File: src/rtl/scan_mux_if.sv
// scan_mux_if: channel inputs, scan controls and sampled outputs for scan_mux.
interface scan_mux_if #(
    parameter int WIDTH    = 8,
    parameter int CHANNELS = 4
) ();
    localparam int SEL_W = (CHANNELS > 2) ? $clog2(CHANNELS) : 1;
    logic [CHANNELS*WIDTH-1:0] in_data;
    logic [SEL_W-1:0]          sel;
    logic                      sel_load;
    logic                      scan_en;
    logic                      hold;
    logic [WIDTH-1:0]          out_data;
    logic [SEL_W-1:0]          out_ch;
    logic                      out_valid;
    logic                      ch_wrap;
    logic                      sel_err;
    modport master (
        output in_data, sel, sel_load, scan_en, hold,
        input  out_data, out_ch, out_valid, ch_wrap, sel_err
    );
    modport slave (
        input  in_data, sel, sel_load, scan_en, hold,
        output out_data, out_ch, out_valid, ch_wrap, sel_err
    );
endinterface

File: src/rtl/scan_mux.sv
// scan_mux: registered channel mux with manual select and round-robin dwell scan.
module scan_mux #(
    parameter int WIDTH    = 8,
    parameter int CHANNELS = 4,
    parameter int DWELL    = 4
) (
    input logic       clk,
    input logic       rst_n,
    scan_mux_if.slave bus
);
    localparam int SEL_W = (CHANNELS > 2) ? $clog2(CHANNELS) : 1;
    localparam int DW_W  = $clog2(DWELL) + 1;

    logic [SEL_W-1:0] cur_q, cur_d;
    logic [DW_W-1:0]  dwell_q, dwell_d;
    logic [WIDTH-1:0] data_q, data_d;
    logic [SEL_W-1:0] ch_q, ch_d;
    logic             valid_q, valid_d;
    logic             wrap_q, wrap_d;
    logic             err_q, err_d;

    logic sel_ok, dwell_last, ch_last;
    assign sel_ok     = 32'(bus.sel) < CHANNELS;
    assign dwell_last = 32'(dwell_q) == DWELL - 1;
    assign ch_last    = 32'(cur_q) == CHANNELS - 1;

    always_comb begin
        cur_d   = cur_q;
        dwell_d = dwell_q;
        data_d  = data_q;
        ch_d    = ch_q;
        valid_d = valid_q;
        wrap_d  = 1'b0;
        err_d   = 1'b0;
        if (!bus.hold) begin
            data_d  = bus.in_data[32'(cur_q)*WIDTH +: WIDTH];
            ch_d    = cur_q;
            valid_d = 1'b1;
            if (bus.sel_load) begin
                cur_d   = sel_ok ? bus.sel : cur_q;
                dwell_d = sel_ok ? '0 : dwell_q;
                err_d   = !sel_ok;
            end else if (bus.scan_en) begin
                // non-power-of-two channel counts wrap explicitly, not by overflow
                cur_d   = dwell_last ? (ch_last ? '0 : cur_q + 1'b1) : cur_q;
                dwell_d = dwell_last ? '0 : dwell_q + 1'b1;
                wrap_d  = dwell_last && ch_last;
            end else begin
                dwell_d = '0;
            end
        end
    end

    always_ff @(posedge clk) begin
        if (!rst_n) begin
            cur_q   <= '0;
            dwell_q <= '0;
            data_q  <= '0;
            ch_q    <= '0;
            valid_q <= 1'b0;
            wrap_q  <= 1'b0;
            err_q   <= 1'b0;
        end else begin
            cur_q   <= cur_d;
            dwell_q <= dwell_d;
            data_q  <= data_d;
            ch_q    <= ch_d;
            valid_q <= valid_d;
            wrap_q  <= wrap_d;
            err_q   <= err_d;
        end
    end

    assign bus.out_data  = data_q;
    assign bus.out_ch    = ch_q;
    assign bus.out_valid = valid_q;
    assign bus.ch_wrap   = wrap_q;
    assign bus.sel_err   = err_q;
endmodule

File: src/flat_wrapper.sv
// flat-port wrapper written by rule: the top's interface ports become plain ports
module scan_mux_flat 
#(
    parameter int WIDTH    = 8,
    parameter int CHANNELS = 4,
    parameter int DWELL    = 4
)
  (clk, rst_n, bus_in_data, bus_sel, bus_sel_load, bus_scan_en, bus_hold, bus_out_data, bus_out_ch, bus_out_valid, bus_ch_wrap, bus_sel_err);
  scan_mux_if #(.WIDTH(WIDTH), .CHANNELS(CHANNELS)) bus_i ();
  input logic clk;
  input logic rst_n;
  input wire logic [$bits(bus_i.in_data)-1:0] bus_in_data;
  input wire logic [$bits(bus_i.sel)-1:0] bus_sel;
  input wire logic [$bits(bus_i.sel_load)-1:0] bus_sel_load;
  input wire logic [$bits(bus_i.scan_en)-1:0] bus_scan_en;
  input wire logic [$bits(bus_i.hold)-1:0] bus_hold;
  output wire logic [$bits(bus_i.out_data)-1:0] bus_out_data;
  output wire logic [$bits(bus_i.out_ch)-1:0] bus_out_ch;
  output wire logic [$bits(bus_i.out_valid)-1:0] bus_out_valid;
  output wire logic [$bits(bus_i.ch_wrap)-1:0] bus_ch_wrap;
  output wire logic [$bits(bus_i.sel_err)-1:0] bus_sel_err;
  assign bus_i.in_data = bus_in_data;
  assign bus_i.sel = bus_sel;
  assign bus_i.sel_load = bus_sel_load;
  assign bus_i.scan_en = bus_scan_en;
  assign bus_i.hold = bus_hold;
  assign bus_out_data = bus_i.out_data;
  assign bus_out_ch = bus_i.out_ch;
  assign bus_out_valid = bus_i.out_valid;
  assign bus_ch_wrap = bus_i.ch_wrap;
  assign bus_sel_err = bus_i.sel_err;
  scan_mux #(.WIDTH(WIDTH), .CHANNELS(CHANNELS), .DWELL(DWELL)) u_core (.clk(clk), .rst_n(rst_n), .bus(bus_i));
endmodule
File: config.mk
export PLATFORM = sky130hd
export DESIGN_NAME = scan_mux_flat
export DESIGN_NICKNAME = d
export VERILOG_FILES = /design/src/rtl/scan_mux_if.sv /design/src/rtl/scan_mux.sv /design/src/flat_wrapper.sv
export SDC_FILE = /design/constraint.sdc
export NUM_CORES = 1
export LEC_CHECK = 0
export ABC_AREA = 0
export CAP_MARGIN = 40
export CORE_MARGIN = 8
export CORE_UTILIZATION = 40
export DETAILED_ROUTE_END_ITERATION = 7
export PLACE_DENSITY_LB_ADDON = 0.08
export SYNTH_ARGS = -nofsm -noshare
export SYNTH_HDL_FRONTEND = slang
export SYNTH_SLANG_ARGS = --single-unit
File: constraint.sdc
create_clock -name clk -period 2.8 [get_ports clk]
set_clock_uncertainty 0.2 [all_clocks]
set_input_delay 0.28 -clock clk [delete_from_list [all_inputs] [get_ports clk]]
set_output_delay 0.28 -clock clk [all_outputs]
set_load 0.1 [all_outputs]
==> results of run 1 <==
-- power groups by stage --
| stage | logic [uW] | registers [uW] | clock network (uW) |
|---|---|---|---|
| after global placement | 230 | 270 | 0 |
| final | 229 | 265 | 132 |
| after global routing | 242 | 267 | 145 |
| after floorplan | 62.3 | 356 | 0 |
| after detailed placement | 231 | 270 | 0 |
| after CTS | 232 | 265 | 140 |
-- cell usage in the layout (no fill, tap or decap), types with 2 or more instances in the layout --
master	instances
dfxtp_1	17
nand2_1	3
buf_4	15
o311a_1	2
clkbuf_4	3
ha_1	2
o221ai_1	8
nor2b_1	5
mux2i_1	19
clkdlybuf4s50_1	38
nand3_1	8
-- cell type report --
class / instances / area [um^2] / share of cell area, %
repair buffers: 53 / 493 / 35.1
clock buffers: 3 / 22.5 / 1.60
inverters: 1 / 3.75 / 0.267
clock inverters: 1 / 5.00 / 0.357
flip-flops and latches: 17 / 340 / 24.2
multi-input cells: 62 / 504 / 35.9
well taps: 28 / 35.0 / 2.50
-- state kept, by name (all words and copies together), names as in the netlist --
name	count
u_core.bus.out_data	8
u_core.dwell_q	3
u_core.bus.out_ch	2
u_core.cur_q	2
u_core.bus.ch_wrap	1
u_core.bus.out_valid	1
-- metal layers --
layer	global-route usage (%)	vias to the layer above
li1	-	432
met1	12.1	394
met2	22.5	27
met3	5.83	4
met4	4.18	0
met5	0	-
-- worst paths after layout --
kind | to | slack [ps] | startpoint
worst min-delay path | u_core.dwell_q[2] | 280 | u_core.dwell_q[2]
worst min register to register | u_core.dwell_q[2] | 280 | u_core.dwell_q[2]
worst max-delay path | u_core.dwell_q[0] | 1080 | bus_hold
worst max register to register | u_core.cur_q[0] | 1210 | u_core.cur_q[0]
-- stage by stage --
step,std cells,total power (uW)
finish,165,626
floorplan,87,418
detailed placement,161,502
global route,165,654
CTS,165,636
global placement,161,500
-- worst register-to-register path: stages, from the launching register on --
cell      delay (ps)
dfxtp_1          310
buf_4            220
ha_1             240
or3_1            300
o211ai_1          90
o311a_1          190
-- logic make-up after synthesis --
family / Yosys count
AO/OA/AOI/OAI: 16
adder cells (fa/ha/maj): 2
buffers and inverters: 8
flip-flops: 17
multiplexers: 19
other: 1
AND/OR/NAND/NOR: 24
-- cell usage after synthesis --
cell / instances / share of area, %
and4_1: 1 / 0.98
mux2i_1: 19 / 21
or3b_1: 1 / 0.98
ha_1: 2 / 2.8
dfxtp_1: 17 / 38
nor3b_1: 1 / 0.84
o221ai_1: 8 / 7.9
buf_4: 2 / 1.7
nand3b_1: 1 / 0.84
conb_1: 1 / 0.42
inv_1: 1 / 0.42
clkbuf_1: 3 / 1.3
o311a_1: 2 / 2.2
a21boi_0: 1 / 0.84
buf_2: 1 / 0.56
nand3_1: 8 / 4.5
or3_1: 1 / 0.70
nor2b_1: 5 / 3.5
nor3b_2: 1 / 1.4
nand2_1: 3 / 1.3
a22oi_1: 1 / 0.84
and4bb_2: 1 / 1.4
a21boi_1: 1 / 0.84
o21ai_0: 1 / 0.56
buf_6: 1 / 1.3
o211a_1: 1 / 1.1
o211ai_1: 1 / 0.84
nor2_1: 1 / 0.42
==> metrics.md, run 1 <==
| Metric | Value |
|---|---|
| CTS root buffer | clkbuf_4 |
| Vias in the first global route | 947 |
| TritonRoute pass-1 iters | 3 |
| I/O Buffers | 50 |
| TritonCTS Buffers | 3 |
| WL met2 | 1250 um |
| Setup_tns | 0 ps |
| Synth Net Count | 128 |
| Fmax | 0.582 GHz |
| Critical path's top delay family | simple AND/OR/NAND/NOR gates |
| Worst hold-check path type | flip-flop to flip-flop |
| GRT overflow | 0 |
| Highest Signal Layer | met4 |
| ANT nets after route | 0 |
| Max Cap Violations | 0 |
| Pin count of the biggest net entering global routing | 21 |
| Vias | 857 |
| Width of the die | 63.2 um |
| # fillers | 182 |
| Initial drt markers | 7 |
| Status | completed |
| Cell Area, Synth | 891 um^2 |
| IO Pins | 52 |
| Post-CTS Resized | 0 |
| GPL Wtd Cong | 0.733 |
| Slowest stage delay, CP | 650 ps |
| DRC | 0 |
| Vias/cell | 5.19 |
| CTS tree | built |
| Sw Share | 35.9% |
| Ratio of cells with drive above 1 in the final layout | 15.3% |
| Leakage | 0.000572 uW |
| Clock Sinks | 17 |
| Slowest cell on crit path | clkdlybuf4s50_1 |
| Area share of xor/xnor cells in the synthesized design | 0% |
| Depth of the CTS H-tree | 1 |
| GRT Total Usage | 12.4% |
| Clock buffer depth | 2 |
| Met3 WL post-DR | 165 um |
| Synthesized area per cell | 10.2 um^2 |
| Yosys reg bits | 17 |
| Buf/Inv on CP | 1 |
| Nets | 179 |
| Critical path depth in cells | 4 |
| Pre-CTS setup slack | 758 ps |
| Largest family of logic cells by synthesized area | multiplexers |
| RSZ-0062 raised after global routing | false |
| Fin worst setup slack | 1080 ps |
| Initial core utilization | 41.5% |
| Final setup violation count | 0 |
| Area grow syn2layout | 57.6% |
| Dpl cell area | 1380 um^2 |
| Crit-path cells | clkdlybuf4s50_1 > nor3b_2 > or3b_1 > a21boi_1 |
| Hold path depth | 1 |
| Post-DR wirelength/cell | 14.4 um |
| CTS Hold Bufs | 0 |
| Die Area | 3990 um^2 |
| Ant diodes | 0 |
| Area share of fa/ha/maj cells after synthesis | 2.81% |
| Core area | 2150 um^2 |
| DP Wirelength | 1960 um |
| Synth Area in Compound Gates | 15.2% |
| Post-synth cell types | 28 |
| Final Util | 65.3% |
| Met1 WL | 936 um |
| Endpoints failing hold | 0 |
| Post-Syn Instances | 87 |
| Int Power | 401 uW |
| Initial antenna violation count | 0 |
| Seq/Total Area, Yosys | 38.2% |
| Data arrival, critical path | 1750 ps |
| Crit path max fanout | 14 |
| Clock Latency Late Sink | 300 ps |
| Setup crit end kind | flip-flop |
| CTS clk-pin slew, worst paths | 110 ps |
| Sw power | 225 uW |
| Clock share of power | 21.0% |
| DRT Wirelength | 2380 um |
| Simple-gate share of the synthesized area | 16.9% |
| First-pass GRT wire length | 4120 um |
| PwrDens | 446 nW/um^2 |
| Num rows | 17 |
| Finished Cell Area | 1400 um^2 |
| Synth warnings | 0 |
| Worst r2r path cells | 5 |
| Kind of critical path | primary input to flip-flop |
| Logic pwr share | 36.7% |
| Final min period | 1720 ps |
| Startpoint types | primary input |
| CP required | 2840 ps |
| Post-CTS setup buffer count | 0 |
| Final hold slack | 276 ps |
| Reg power frac | 42.3% |
| Multiplexer share of the synthesized area | 21.3% |
| Die Ht | 63.2 um |
| Final worst path period share | 61.4% |
| Peak supply drop | 0.000309 V |
| Final Max Slew Viols | 0 |
Note: power is estimated with default switching activity, not from simulation.
==> inputs of run 2 (changes only) <==
--- a/config.mk
+++ b/config.mk
@@ -8,7 +8,7 @@
 export ABC_AREA = 0
 export CAP_MARGIN = 40
 export CORE_MARGIN = 8
-export CORE_UTILIZATION = 40
+export CORE_UTILIZATION = 37
 export DETAILED_ROUTE_END_ITERATION = 7
 export PLACE_DENSITY_LB_ADDON = 0.08
 export SYNTH_ARGS = -nofsm -noshare
==> constraint.sdc (replaced) <==
create_clock -name clk -period 1.76 [get_ports clk]
set_clock_uncertainty 0.2 [all_clocks]
set_input_delay 0.176 -clock clk [delete_from_list [all_inputs] [get_ports clk]]
set_output_delay 0.176 -clock clk [all_outputs]
set_load 0.1 [all_outputs]
==> metrics.md, run 2 (synthesis gave the netlist of run 1 again) <==
| Metric | Value |
|---|---|
| Nets | 184 (+2.8%) |
| Peak supply drop | 0.000445 V (+44%) |
| Final setup violation count | 0 (unchanged) |
| RSZ-0062 raised after global routing | false |
| Max Cap Violations | 0 (unchanged) |
| Leakage | 0.000631 uW (+10%) |
| Clock buffer depth | 2 (unchanged) |
| Initial drt markers | 28 (+21) |
| Slowest cell on crit path | dfxtp_1 |
| Fmax | 0.669 GHz |
| Startpoint types | flip-flop |
| CTS tree | built |
| Kind of critical path | flip-flop to flip-flop |
| DRC | 0 (unchanged) |
| Die Ht | 65.1 um (+3.0%) |
| First-pass GRT wire length | 4350 um (+5.5%) |
| I/O Buffers | 50 (unchanged) |
| TritonCTS Buffers | 3 (unchanged) |
| GPL Wtd Cong | 0.778 (+6.2%) |
| Ratio of cells with drive above 1 in the final layout | 18.3% (+3.0 points) |
| Dpl cell area | 1560 um^2 (+14%) |
| Endpoints failing hold | 0 (unchanged) |
| Final non-filler cell total | 170 (+3.0%) |
| Ant diodes | 0 (unchanged) |
| Sw Share | 35.3% (-0.60 points) |
| GRT Total Usage | 12.7% (+0.24 points) |
| DP Wirelength | 2280 um (+16%) |
| Reg power frac | 40.7% (-1.6 points) |
| Vias | 890 (+3.9%) |
| Final min period | 1490 ps |
| Pre-CTS setup slack | -12.8 ps (-771 ps) |
| Depth of the CTS H-tree | 1 (unchanged) |
| Max FFs per register | 8 (unchanged) |
| CTS Hold Bufs | 0 (unchanged) |
| Clock Sinks | 17 (unchanged) |
| DP Cell Count | 166 (+3.1%) |
| Crit-path cells | ha_1 > or3_1 > o211ai_1 > o311a_1 |
| Post-CTS Resized | 0 (unchanged) |
| Data arrival, critical path | 1530 ps (-220 ps) |
| Clock Latency Late Sink | 290 ps (about the same) |
| Setup crit end kind | flip-flop |
| CTS root buffer | clkbuf_4 |
| Fin worst setup slack | 266 ps (-816 ps) |
| Post-CTS setup buffer count | 0 (unchanged) |
| Initial antenna violation count | 0 (unchanged) |
| ANT nets after route | 0 (unchanged) |
| DRT Wirelength | 2710 um (+14%) |
| Crit path max fanout | 6 (-8) |
| Pin count of the biggest net entering global routing | 14 (-33%) |
| Most common cell after layout, fill and taps aside | clkdlybuf4s50_1 |
| Clock share of power | 20.1% (-0.9 points) |
| TritonRoute pass-1 iters | 4 (+1) |
| Worst hold-check path type | flip-flop to flip-flop |
| Width of the die | 65.1 um (+3.0%) |
| Num rows | 17 (unchanged) |
| Commonest cells after routing, fill and taps aside | clkdlybuf4s50_1, mux2i_1, dfxtp_1 |
| Post-DR wirelength/cell | 15.9 um (+10%) |
| Slowest stage delay, CP | 400 ps (-250 ps) |
| Area grow syn2layout | 78.9% |
| Finished Cell Area | 1590 um^2 (+14%) |
| Int Power | 693 uW (+73%) |
| Setup_tns | 0 ps (unchanged) |
| Core area | 2250 um^2 (+5.0%) |
| Final Max Slew Viols | 0 (unchanged) |
| Initial core utilization | 39.5% (-2.0 points) |
| CTS clk-pin slew, worst paths | 110 ps (about the same) |
| Die Area | 4230 um^2 (+6.0%) |
| Final Util | 70.7% (+5.4 points) |
| PwrDens | 673 nW/um^2 (+51%) |
| Logic pwr share | 39.2% (+2.5 points) |
| GRT overflow | 0 (unchanged) |
| Vias/cell | 5.24 (+0.80%) |
| CP required | 1790 ps (-1050 ps) |
| Critical path's top delay family | flip-flops |
| Status | completed |
| Vias in the first global route | 972 (+2.6%) |
| Sw power | 379 uW (+69%) |
| IO Pins | 52 (unchanged) |
| Buf/Inv on CP | 0 (-1) |
| Final worst path period share | 84.9% |
==> run 2: area by class of cell <==
class / count / area (um^2)
repair buffers: 58 / 681
fillers: 193 / 661
multi-input cells: 62 / 504
flip-flops and latches: 17 / 340
well taps: 28 / 35.0
clock buffers: 3 / 22.5
clock inverters: 1 / 7.51
inverters: 1 / 3.75
==> run 2: path summary, 6_finish.rpt <==
| check | slack (ps) | end | depth (start not counted) | startpoint |
|---|---|---|---|---|
| max reg2reg | 270 | u_core.cur_q[0] | 4 | u_core.cur_q[0] |
| max | 270 | u_core.cur_q[0] | 4 | u_core.cur_q[0] |
| min | 270 | u_core.dwell_q[2] | 1 | u_core.dwell_q[2] |
| min reg2reg | 270 | u_core.dwell_q[2] | 1 | u_core.dwell_q[2] |
==> run 2: per-layer routing <==
metal	track usage [%]	vias up	routed length, um
li1	-	444	-
met1	13.5	409	1090
met2	23.0	33	1390
met3	4.81	4	217
met4	3.00	0	11
met5	0	-	0
==> run 2: power groups by stage <==
stage	logic, uW	clock network, uW	registers, uW
floorplan	99.1	0	566
CTS	424	221	436
global route	442	234	439
global placement	418	0	443
detailed placement	423	0	444
finish	420	216	436
==> run 2: per-stage QoR <==
stage	hold slack, ps	power [uW]
3_3_place_gp	254	861
6_report	274	1070
4_1_cts	274	1080
5_1_grt	280	1120
3_5_place_dp	258	868
2_1_floorplan	176	665
==> inputs of run 3 (changes only) <==
--- a/config.mk
+++ b/config.mk
@@ -8,7 +8,7 @@
 export ABC_AREA = 0
 export CAP_MARGIN = 40
 export CORE_MARGIN = 8
-export CORE_UTILIZATION = 37
+export CORE_UTILIZATION = 33
 export DETAILED_ROUTE_END_ITERATION = 7
 export PLACE_DENSITY_LB_ADDON = 0.08
 export SYNTH_ARGS = -nofsm -noshare
==> constraint.sdc (replaced) <==
create_clock -name clk -period 1.2 [get_ports clk]
set_clock_uncertainty 0.2 [all_clocks]
set_input_delay 0.12 -clock clk [delete_from_list [all_inputs] [get_ports clk]]
set_output_delay 0.12 -clock clk [all_outputs]
set_load 0.1 [all_outputs]
==> metrics.md, run 3 (synthesis gave the netlist of run 1 again) <==
| Metric | Value |
|---|---|
| Data arrival, critical path | 1340 ps (-190 ps) |
| DRC | 0 (unchanged) |
| GPL Wtd Cong | 0.721 (-7.4%) |
| DP Wirelength | 2180 um (-4.3%) |
| Final hold slack | 267 ps (-6.72 ps) |
| Reg2Reg Launch Point | u_core.dwell_q[1] |
| TritonRoute pass-1 iters | 2 (-2) |
| Fin worst setup slack | -157 ps (-423 ps) |
| Status | complete, but fails checks |
| Clock Latency Late Sink | 290 ps (about the same) |
| Vias in the first global route | 1,009 (+3.8%) |
| Clock Sinks | 17 (unchanged) |
| GRT Total Usage | 11.8% (-0.85 points) |
| CP Capture Point | u_core.cur_q[0] |
| CP required | 1190 ps (-600 ps) |
| Core area | 2660 um^2 (+18%) |
| Initial drt markers | 34 (+21%) |
| Setup slack, reg-to-reg | -160 ps (-420 ps) |
| Nets | 190 (+3.3%) |
| CTS clk-pin slew, worst paths | 100 ps (about the same) |
| Slowest cell on crit path | dfxtp_2 |
| Clock share of power | 19.3% (-0.8 points) |
| Int Power | 1030 uW (+49%) |
| GRT overflow | 0 (unchanged) |
| Crit path max fanout | 4 (-2) |
| Setup_tns | -1420 ps (-1420 ps) |
| Reg power frac | 40.8% (about the same) |
| ANT nets after route | 0 (unchanged) |
| TritonCTS Buffers | 3 (unchanged) |
| CTS root buffer | clkbuf_4 |
| Crit-path cells | ha_4 > and4bb_2 > o311a_1 |
| Area grow syn2layout | 88.5% |
| RSZ-0062 raised after global routing | true |
| Vias/cell | 4.98 (-4.9%) |
| Critical path depth in cells | 3 (-1) |
| Crit Reg-Reg Endpoint | u_core.cur_q[0] |
| Ratio of cells with drive above 1 in the final layout | 33.1% (+15 points) |
| DRT Wirelength | 2640 um (-2.5%) |
| Leakage | 0.000665 uW (+5.3%) |
| Failing checks | negative setup slack |
| Slowest stage delay, CP | 350 ps (-50 ps) |
| Width of the die | 68.0 um (+4.4%) |
| Final min period | 1360 ps (-137 ps) |
| IO Pins | 52 (unchanged) |
| Buf/Inv on CP | 0 (unchanged) |
| Setup crit end kind | flip-flop |
| Ant diodes | 0 (unchanged) |
| Most common cell after layout, fill and taps aside | clkdlybuf4s50_1 |
| Power consumption | 1570 uW (+47%) |
| Fmax | 0.737 GHz (+10%) |
| Clock buffer depth | 2 (unchanged) |
| Die Ht | 68.0 um (+4.4%) |
| Startpoint types | flip-flop |
| Final setup violation count | 11 (+11) |
| Max Cap Violations | 0 (unchanged) |
| Post-DR wirelength/cell | 14.7 um (-7.4%) |
| # fillers | 232 (+20%) |
| Max FFs per register | 8 (unchanged) |
| Worst hold-check path type | primary input to flip-flop |
| Depth of the CTS H-tree | 1 (unchanged) |
| First-pass GRT wire length | 4260 um (-1.9%) |
| Initial core utilization | 33.5% (-6.1 points) |
| Kind of critical path | flip-flop to flip-flop |
| Sw Share | 34.3% (-1.1 points) |
| Final Max Slew Viols | 0 (unchanged) |
| Vias | 891 (+0.11%) |
| CTS tree | built |
| Initial antenna violation count | 0 (unchanged) |
| Crit path launch | u_core.dwell_q[1] |
| Num rows | 19 (+2) |
| Endpoints failing hold | 0 (unchanged) |
| Critical path's top delay family | flip-flops |
| Die Area | 4620 um^2 (+9.1%) |
| Final Util | 63.1% (-7.6 points) |
| Commonest cells after routing, fill and taps aside | clkdlybuf4s50_1, mux2i_1, dfxtp_2 |
| Final worst path period share | 113% (+28 points) |
| Worst r2r path cells | 3 (-1) |
| Sw power | 539 uW (+42%) |
| Logic pwr share | 40.0% (+0.8 points) |
| I/O Buffers | 50 (unchanged) |
| PwrDens | 936 nW/um^2 (+39%) |
| Pin count of the biggest net entering global routing | 19 (+5) |
| Peak supply drop | 0.000641 V (+44%) |
-- run 3: cell count changes in the layout (fill, tap and decap cells not counted) --
cell,change
nor2b_1,-1
buf_4,+6
dfxtp_2,+15
clkinvlp_4,-1
clkbuf_1,+1
ha_4,+1
clkdlybuf4s50_1,-1
nor2b_4,+1
dfxtp_1,-15
dlygate4sd2_1,+1
ha_2,+1
ha_1,-2
-- run 3: how the worst min path moves through the flow --
| stage | startpoint | endpoint | slack, ps | depth (start not counted) |
|---|---|---|---|---|
| 3_5_place_dp | u_core.bus.out_valid | u_core.bus.out_valid | 280 | 2 |
| 3_3_place_gp | u_core.bus.out_valid | u_core.bus.out_valid | 270 | 2 |
| 6_report | bus_hold | u_core.bus.out_valid | 270 | 3 |
| 5_1_grt | bus_hold | u_core.bus.out_valid | 290 | 3 |
| 2_1_floorplan | bus_in_data[20] | u_core.bus.out_data[4] | 120 | 2 |
| 4_1_cts | bus_hold | u_core.dwell_q[0] | 260 | 4 |
-- run 3: layout make-up --
cell class	count	area [um^2]	share of cell area (%)
Timing Repair Buffer	64	724	43.1
Clock buffer	4	26.3	1.56
Sequential cell	17	359	21.4
Tap cell	31	38.8	2.31
Multi-Input combinational cell	62	527	31.4
Inverter	1	3.75	0.224
-- run 3: stage by stage --
step	cells	cell area, um^2	setup slack, ps
4_1_cts	179	1680	-174
5_1_grt	179	1680	-238
6_report	179	1680	-157
2_1_floorplan	87	923	-135
3_5_place_dp	174	1620	-465
3_3_place_gp	174	1620	-417
-- run 3: what timing repair did --
action                                  4_1_cts  5_1_grt
setup buffers                                 1        0
pin swaps                                     3        1
hold buffers                                  0        0
endpoints found under the setup margin       13       11
resized for setup                             6        1
gates cloned                                  0        0
-- run 3: per-layer routing --
layer / vias up / track usage (%) / wire length (um)
met3: 2 / 5.07 / 235
met4: 0 / 4.60 / 18
met1: 404 / 13.0 / 1140
met2: 33 / 19.7 / 1250
li1: 452 / - / -
met5: - / 0 / 0
-- run 3: power by group through the flow --
stage | Clock (uW) | Combinational, uW | Sequential, uW
global route | 340 | 661 | 646
CTS | 316 | 634 | 641
finish | 303 | 628 | 641
global placement | 0 | 626 | 651
detailed placement | 0 | 631 | 653
floorplan | 0 | 152 | 839
-- run 3: worst min-delay path, cell delays in order --
cell,delay (ps)
dlygate4sd2_1,330
buf_4,190
a21boi_0,70
==> edit 1 (config.mk and constraints of run 3) <==
`WIDTH` is set to 8 in 3 places; all go to 6.
--- a/src/rtl/scan_mux_if.sv
+++ b/src/rtl/scan_mux_if.sv
@@ -2,3 +2,3 @@
 interface scan_mux_if #(
-    parameter int WIDTH    = 8,
+    parameter int WIDTH    = 6,
     parameter int CHANNELS = 4
--- a/src/rtl/scan_mux.sv
+++ b/src/rtl/scan_mux.sv
@@ -2,3 +2,3 @@
 module scan_mux #(
-    parameter int WIDTH    = 8,
+    parameter int WIDTH    = 6,
     parameter int CHANNELS = 4,
--- a/src/flat_wrapper.sv
+++ b/src/flat_wrapper.sv
@@ -3,3 +3,3 @@
 #(
-    parameter int WIDTH    = 8,
+    parameter int WIDTH    = 6,
     parameter int CHANNELS = 4,
Ports: changed (resized bus_in_data and bus_out_data); port bits go from 52 to 42. The function was not compared with the original's and may differ.
==> edit 1 against run 3 <==
- sequential share of layout area is 1.3 points lower
- fmax shrank 0.69%
- largest cell class unchanged
- the flow still finishes with violations (negative setup slack)
- power fell by 8.1%
- highest routed layer unchanged
- design area is 5.1% lower
- worst setup slack lost 0.0094 ns
- area after synthesis down 10%
- sequential cell count shrank 2
- critical path depth unchanged
- routed wire length shrank 3.1%
- die area down 7.7%
- combinational power shrank 9.1%
- sequential power is 12% lower
==> edit 1: results (changes against run 3) <==
Power and ir drop
  • PD cells: 907 mW/mm2 (was 936 mW/mm2)
  • Combinational power: 571 uW (was 628 uW)
  • Sequential Power Share: 0.390 (was 0.408)
  • Total net switching power: 500 uW (was 539 uW)
  • Pleak: 0.640 nW (was 0.665 nW)
  • Max VDD drop: 0.517 mV (was 0.641 mV)

Placement
  • Routability congestion estimate: 0.825 (was 0.721)
  • Buffers added on ports: 40 (was 50)

Worst hold path
  • Hold Path End: u_core.dwell_q[0] (was u_core.bus.out_valid)
  • Hold Path Cell Cnt: 4 (was 3)
  • Hold path start: bus_hold (unchanged)
  • HP Class: in -> reg (unchanged)

Clock network
  • CTS max path bufs: 2 (unchanged)
  • Clock latency on the worst-skew pair: 0.29 ns (about the same)
  • CTS H-Tree Depth: 1 (unchanged)
  • Clock-pin slew on the worst setup and hold paths: 0.10 ns (about the same)

Routing
  • Initial DRT Pass Iterations: 4 (was 2)
  • Initial DRC count: 12 (was 34)
  • Met3 WL: 225 um (was 235 um)
  • Met2 WL: 1270 um (was 1250 um)
  • Vias: 830 (was 891)
  • Top routing layer in use: met4 (unchanged)
  • Wirelength per Cell: 15.5 um (was 14.7 um)
  • Met1 wire length: 1060 um (was 1140 um)

Global route
  • Vias in the first global route: 912 (was 1,009)
  • Total track usage: 0.119 (was 0.118)
  • Largest net degree at the start of global routing: 11 (was 19)
  • Met1 GRT Util: 0.133 (was 0.130)
  • First-pass GRT wire length: 4110 um (was 4260 um)
  • GRT met3 Usage: 0.0578 (was 0.0507)
  • M2 GR Usage: 0.200 (was 0.197)

Setup path
  • Critical R2R Launch: u_core.dwell_q[1] (unchanged)
  • Critical path arrival: 1.35 ns
  • Critical path's largest stage delay: 0.35 ns (about the same)
  • Worst r2r path cells: 3 (unchanged)
  • Reg2reg end: u_core.cur_q[0] (unchanged)
  • CP max FO: 4 (unchanged)
  • Slowest cell on crit path: dfxtp_2 (unchanged)

Cells and area
  • NumNets Final: 169 (was 190)
  • Max reg flops: 6 (was 8)
  • Ant diodes: 0 (unchanged)
  • Ratio of cells with drive above 1 in the final layout: 0.437 (was 0.331)
  • Fillers: 209 (was 232)

Synthesis
  • Syn nets: 111 (was 128)
  • Top post-synthesis cells by count: dfxtp_1, mux2i_1, nand3_1, o221ai_1, nor2b_1 (was mux2i_1, dfxtp_1, nand3_1, o221ai_1, nor2b_1)
  • Async set or reset register ratio after synthesis: 0 (unchanged)
  • Synth top area cells: dfxtp_1, mux2i_1, o221ai_1 (unchanged)
  • Sequential fraction of the synthesis area: 0.374 (was 0.382)
  • Yosys cell types: 26 (was 28)

Status
  • Failing checks: negative setup slack (unchanged)
  • Run status: complete, but fails checks (unchanged)

Timing
  • Final Setup Violations: 12 (was 11)
  • Setup slack after layout: -0.167 ns (was -0.157 ns)
edit 1: what timing repair did:
item,in CTS,in global routing
setup endpoints to repair,12,12
buffers inserted,1,3
resized for setup,14,9
gates cloned,1,0
hold buffers,0,0
pin swaps,6,9
edit 1: logic make-up (layout without fill, tap and decap cells):
family                   after synthesis  after routing  synth area share
AO/OA/AOI/OAI                         14             14             0.154
adder cells (fa/ha/maj)                2              2            0.0312
buffers and inverters                  8             65            0.0671
flip-flops                            15             15             0.374
multiplexers                          15             15             0.187
other                                  1              1           0.00468
AND/OR/NAND/NOR                       23             23             0.181
edit 1: layout make-up:
class,instances,area share
Inverter,1,0.00235
Sequential cell,15,0.201
Timing Repair Buffer,60,0.436
Multi-Input combinational cell,55,0.320
Tap cell,30,0.0235
Clock buffer,4,0.0165
edit 1: per-stage QoR:
step	area [um2]	std cells	hold slack [ns]	setup slack, ns	TNS [ns]
after global routing	1590	165	0.290	-0.204	-1.74
after global placement	1430	156	0.277	-0.385	-4.20
after CTS	1530	162	0.239	-0.171	-0.698
after floorplan	838	78	0.120	-0.122	-0.202
final	1590	165	0.247	-0.167	-1.11
after detailed placement	1430	156	0.279	-0.414	-4.62
edit 1: worst reg2reg max path: stages (launching register included):
cell	delay [ns]
dfxtp_2	0.35
ha_4	0.16
and4bb_1	0.22
o311a_1	0.33
edit 1: worst max-delay path by stage:
stage,cells past startpoint,start,to,slack (ns)
after floorplan,3,u_core.dwell_q[1],u_core.cur_q[0],-0.12
after global placement,3,bus_hold,u_core.cur_q[0],-0.39
after detailed placement,3,bus_hold,u_core.cur_q[0],-0.41
after CTS,3,u_core.dwell_q[1],u_core.cur_q[0],-0.17
after global routing,3,u_core.dwell_q[1],u_core.cur_q[0],-0.20
final,3,u_core.dwell_q[1],u_core.cur_q[0],-0.17
==> edit 2 (flow settings as in run 3) <==
Made on the original files. `data_q` no longer has a reset.
--- a/src/rtl/scan_mux.sv
+++ b/src/rtl/scan_mux.sv
@@ -57,3 +57,2 @@
             dwell_q <= '0;
-            data_q  <= '0;
             ch_q    <= '0;
@@ -65,3 +64,2 @@
             dwell_q <= dwell_d;
-            data_q  <= data_d;
             ch_q    <= ch_d;
@@ -71,2 +69,6 @@
         end
+    end
+
+    always_ff @(posedge clk) begin
+        data_q <= data_d;
     end
Check against the original RTL: not equivalent (Yosys sat finds a counterexample within 4 cycles, from zero or initial values and one cycle with rst_n low).
==> edit 2 against run 3 <==
- the flow still finishes with violations (negative setup slack)
- die area decreased by 2.8%
- via count is 14% lower
- design area grew 2.3%
- area after synthesis fell by 3.7%
- utilization grew 6.3 points
- non-clock buffer count is 5 higher
- worst setup slack got worse by 0.12 ns
- power increased by 4.2%
- sequential cell count unchanged
- routed wire length shrank 3.6%
==> edit 2: results (changes against run 3) <==
Global route
  • Total track usage: 0.114 (was 0.118)
  • First-pass GRT wire length: 3900 um (was 4260 um)
  • Vias in the first global route: 824 (was 1,009)
  • Largest net degree at the start of global routing: 11 (was 19)

Placement
  • Pre-CTS setup slack: -0.511 ns (was -0.465 ns)
  • HPWL after detailed placement: 2070 um (was 2180 um)
  • Routability congestion estimate: 0.710 (was 0.721)

Synthesis
  • Syn nets: 100 (was 128)
  • Yosys warnings: 0 (unchanged)
  • Synth top area cells: edfxtp_1, dfxtp_1, mux4_2 (was dfxtp_1, mux2i_1, o221ai_1)
  • EDFF count, synth: 8 (was 0)
  • Sequential fraction of the synthesis area: 0.490 (was 0.382)
  • Top post-synthesis cells by count: dfxtp_1, edfxtp_1, mux4_2 (was mux2i_1, dfxtp_1, nand3_1, o221ai_1, nor2b_1)

Power and ir drop
  • Max VDD drop: 0.978 mV (was 0.641 mV)
  • Pleak: 0.679 nW (was 0.665 nW)

Routing
  • Routed WL: 2550 um (was 2640 um)
  • Initial DRC count: 19 (was 34)
  • Vias: 770 (was 891)
  • Initial DRT Pass Iterations: 4 (was 2)

Timing
  • Final Setup Violations: 20 (was 11)
  • Setup slack after layout: -0.277 ns (was -0.157 ns)
  • Setup total negative slack: -3.00 ns (was -1.42 ns)

Cells and area
  • Ratio of cells with drive above 1 in the final layout: 0.484 (was 0.331)
  • Max reg flops: 8 (unchanged)
  • NumNets Final: 170 (was 190)
  • Fillers: 190 (was 232)

Worst hold path
  • HP Class: in -> reg (unchanged)

Clock network
  • Clock-pin slew on the worst setup and hold paths: 0.10 ns (about the same)
  • Root buf cell: clkbuf_4 (unchanged)
  • Clock buffer count from CTS: 3 (unchanged)

Setup path
  • Slowest cell on crit path: dfxtp_2 (unchanged)
  • Crit-path leading delay family: simple AND/OR/NAND/NOR gates (was flip-flops)
  • Critical path arrival: 1.47 ns (was 1.34 ns)
  • CP max FO: 3 (was 4)

Status
  • Failing checks: negative setup slack (unchanged)
  • Run status: complete, but fails checks (unchanged)
[edit 2: per-stage QoR]
| step | hold WS, ns | utilization | cells | cell area [um2] |
|---|---|---|---|---|
| after floorplan | 0.0377 | - | 59 | 877 |
| after global routing | 0.239 | 0.693 | 158 | 1720 |
| after detailed placement | 0.240 | 0.645 | 148 | 1600 |
| after CTS | 0.227 | 0.689 | 157 | 1710 |
| final | 0.256 | 0.693 | 158 | 1720 |
| after global placement | 0.238 | 0.645 | 148 | 1600 |
[edit 2: power by group]
part	leakage (nW)	total, mW	switching [mW]	internal, mW
Combinational	0.506	0.646	0.318	0.328
Sequential	0.155	0.682	0.0301	0.652
Clock	0.0177	0.309	0.185	0.124
Total	0.679	1.64	0.534	1.10
[edit 2: path summary, 6_finish.rpt]
check             slack (ns)                end         startpoint  cells past startpoint
setup / recovery       -0.28    u_core.cur_q[1]  u_core.dwell_q[1]                      4
hold / removal          0.26  u_core.dwell_q[2]           bus_hold                      4
setup reg to reg       -0.28    u_core.cur_q[1]  u_core.dwell_q[1]                      4
hold reg to reg         0.27  u_core.dwell_q[2]  u_core.dwell_q[2]                      2
[edit 2: cell type report]
| cell class | count | area, um2 | area share |
|---|---|---|---|
| Timing Repair Buffer | 69 | 777 | 0.452 |
| Multi-Input combinational cell | 37 | 439 | 0.256 |
| Sequential cell | 17 | 429 | 0.250 |
| Tap cell | 30 | 37.5 | 0.0218 |
| Clock buffer | 3 | 22.5 | 0.0131 |
| Inverter | 1 | 7.51 | 0.00437 |
| Clock inverter | 1 | 5.00 | 0.00291 |
[edit 2: routing by layer]
layer,GRT usage,share of wire
met1,0.126,0.40
met2,0.189,0.49
met3,0.0453,0.10
met4,0.0470,0.011
met5,0,0
[edit 2: cell families after synthesis]
group           after synthesis  synth area share
compound gates                9            0.0700
buf+inv                       5            0.0364
flops                        17             0.490
fa+ha+maj                     2            0.0291
other cells                   1           0.00437
simple gates                 14             0.125
mux                          11             0.245
[edit 2: worst register-to-register path, stage by stage, from the launching register on]
cell      delay, ns
dfxtp_2        0.35
ha_4           0.16
and4bb_2       0.23
or2_1          0.23
o211a_1        0.22
[edit 2: timing repair]
item                                    CTS  global route
pin swaps                                 4             4
setup buffers                             5             1
hold buffers                              0             0
endpoints found under the setup margin   29            23
cloned                                    0             0
gates resized for setup                  13             1
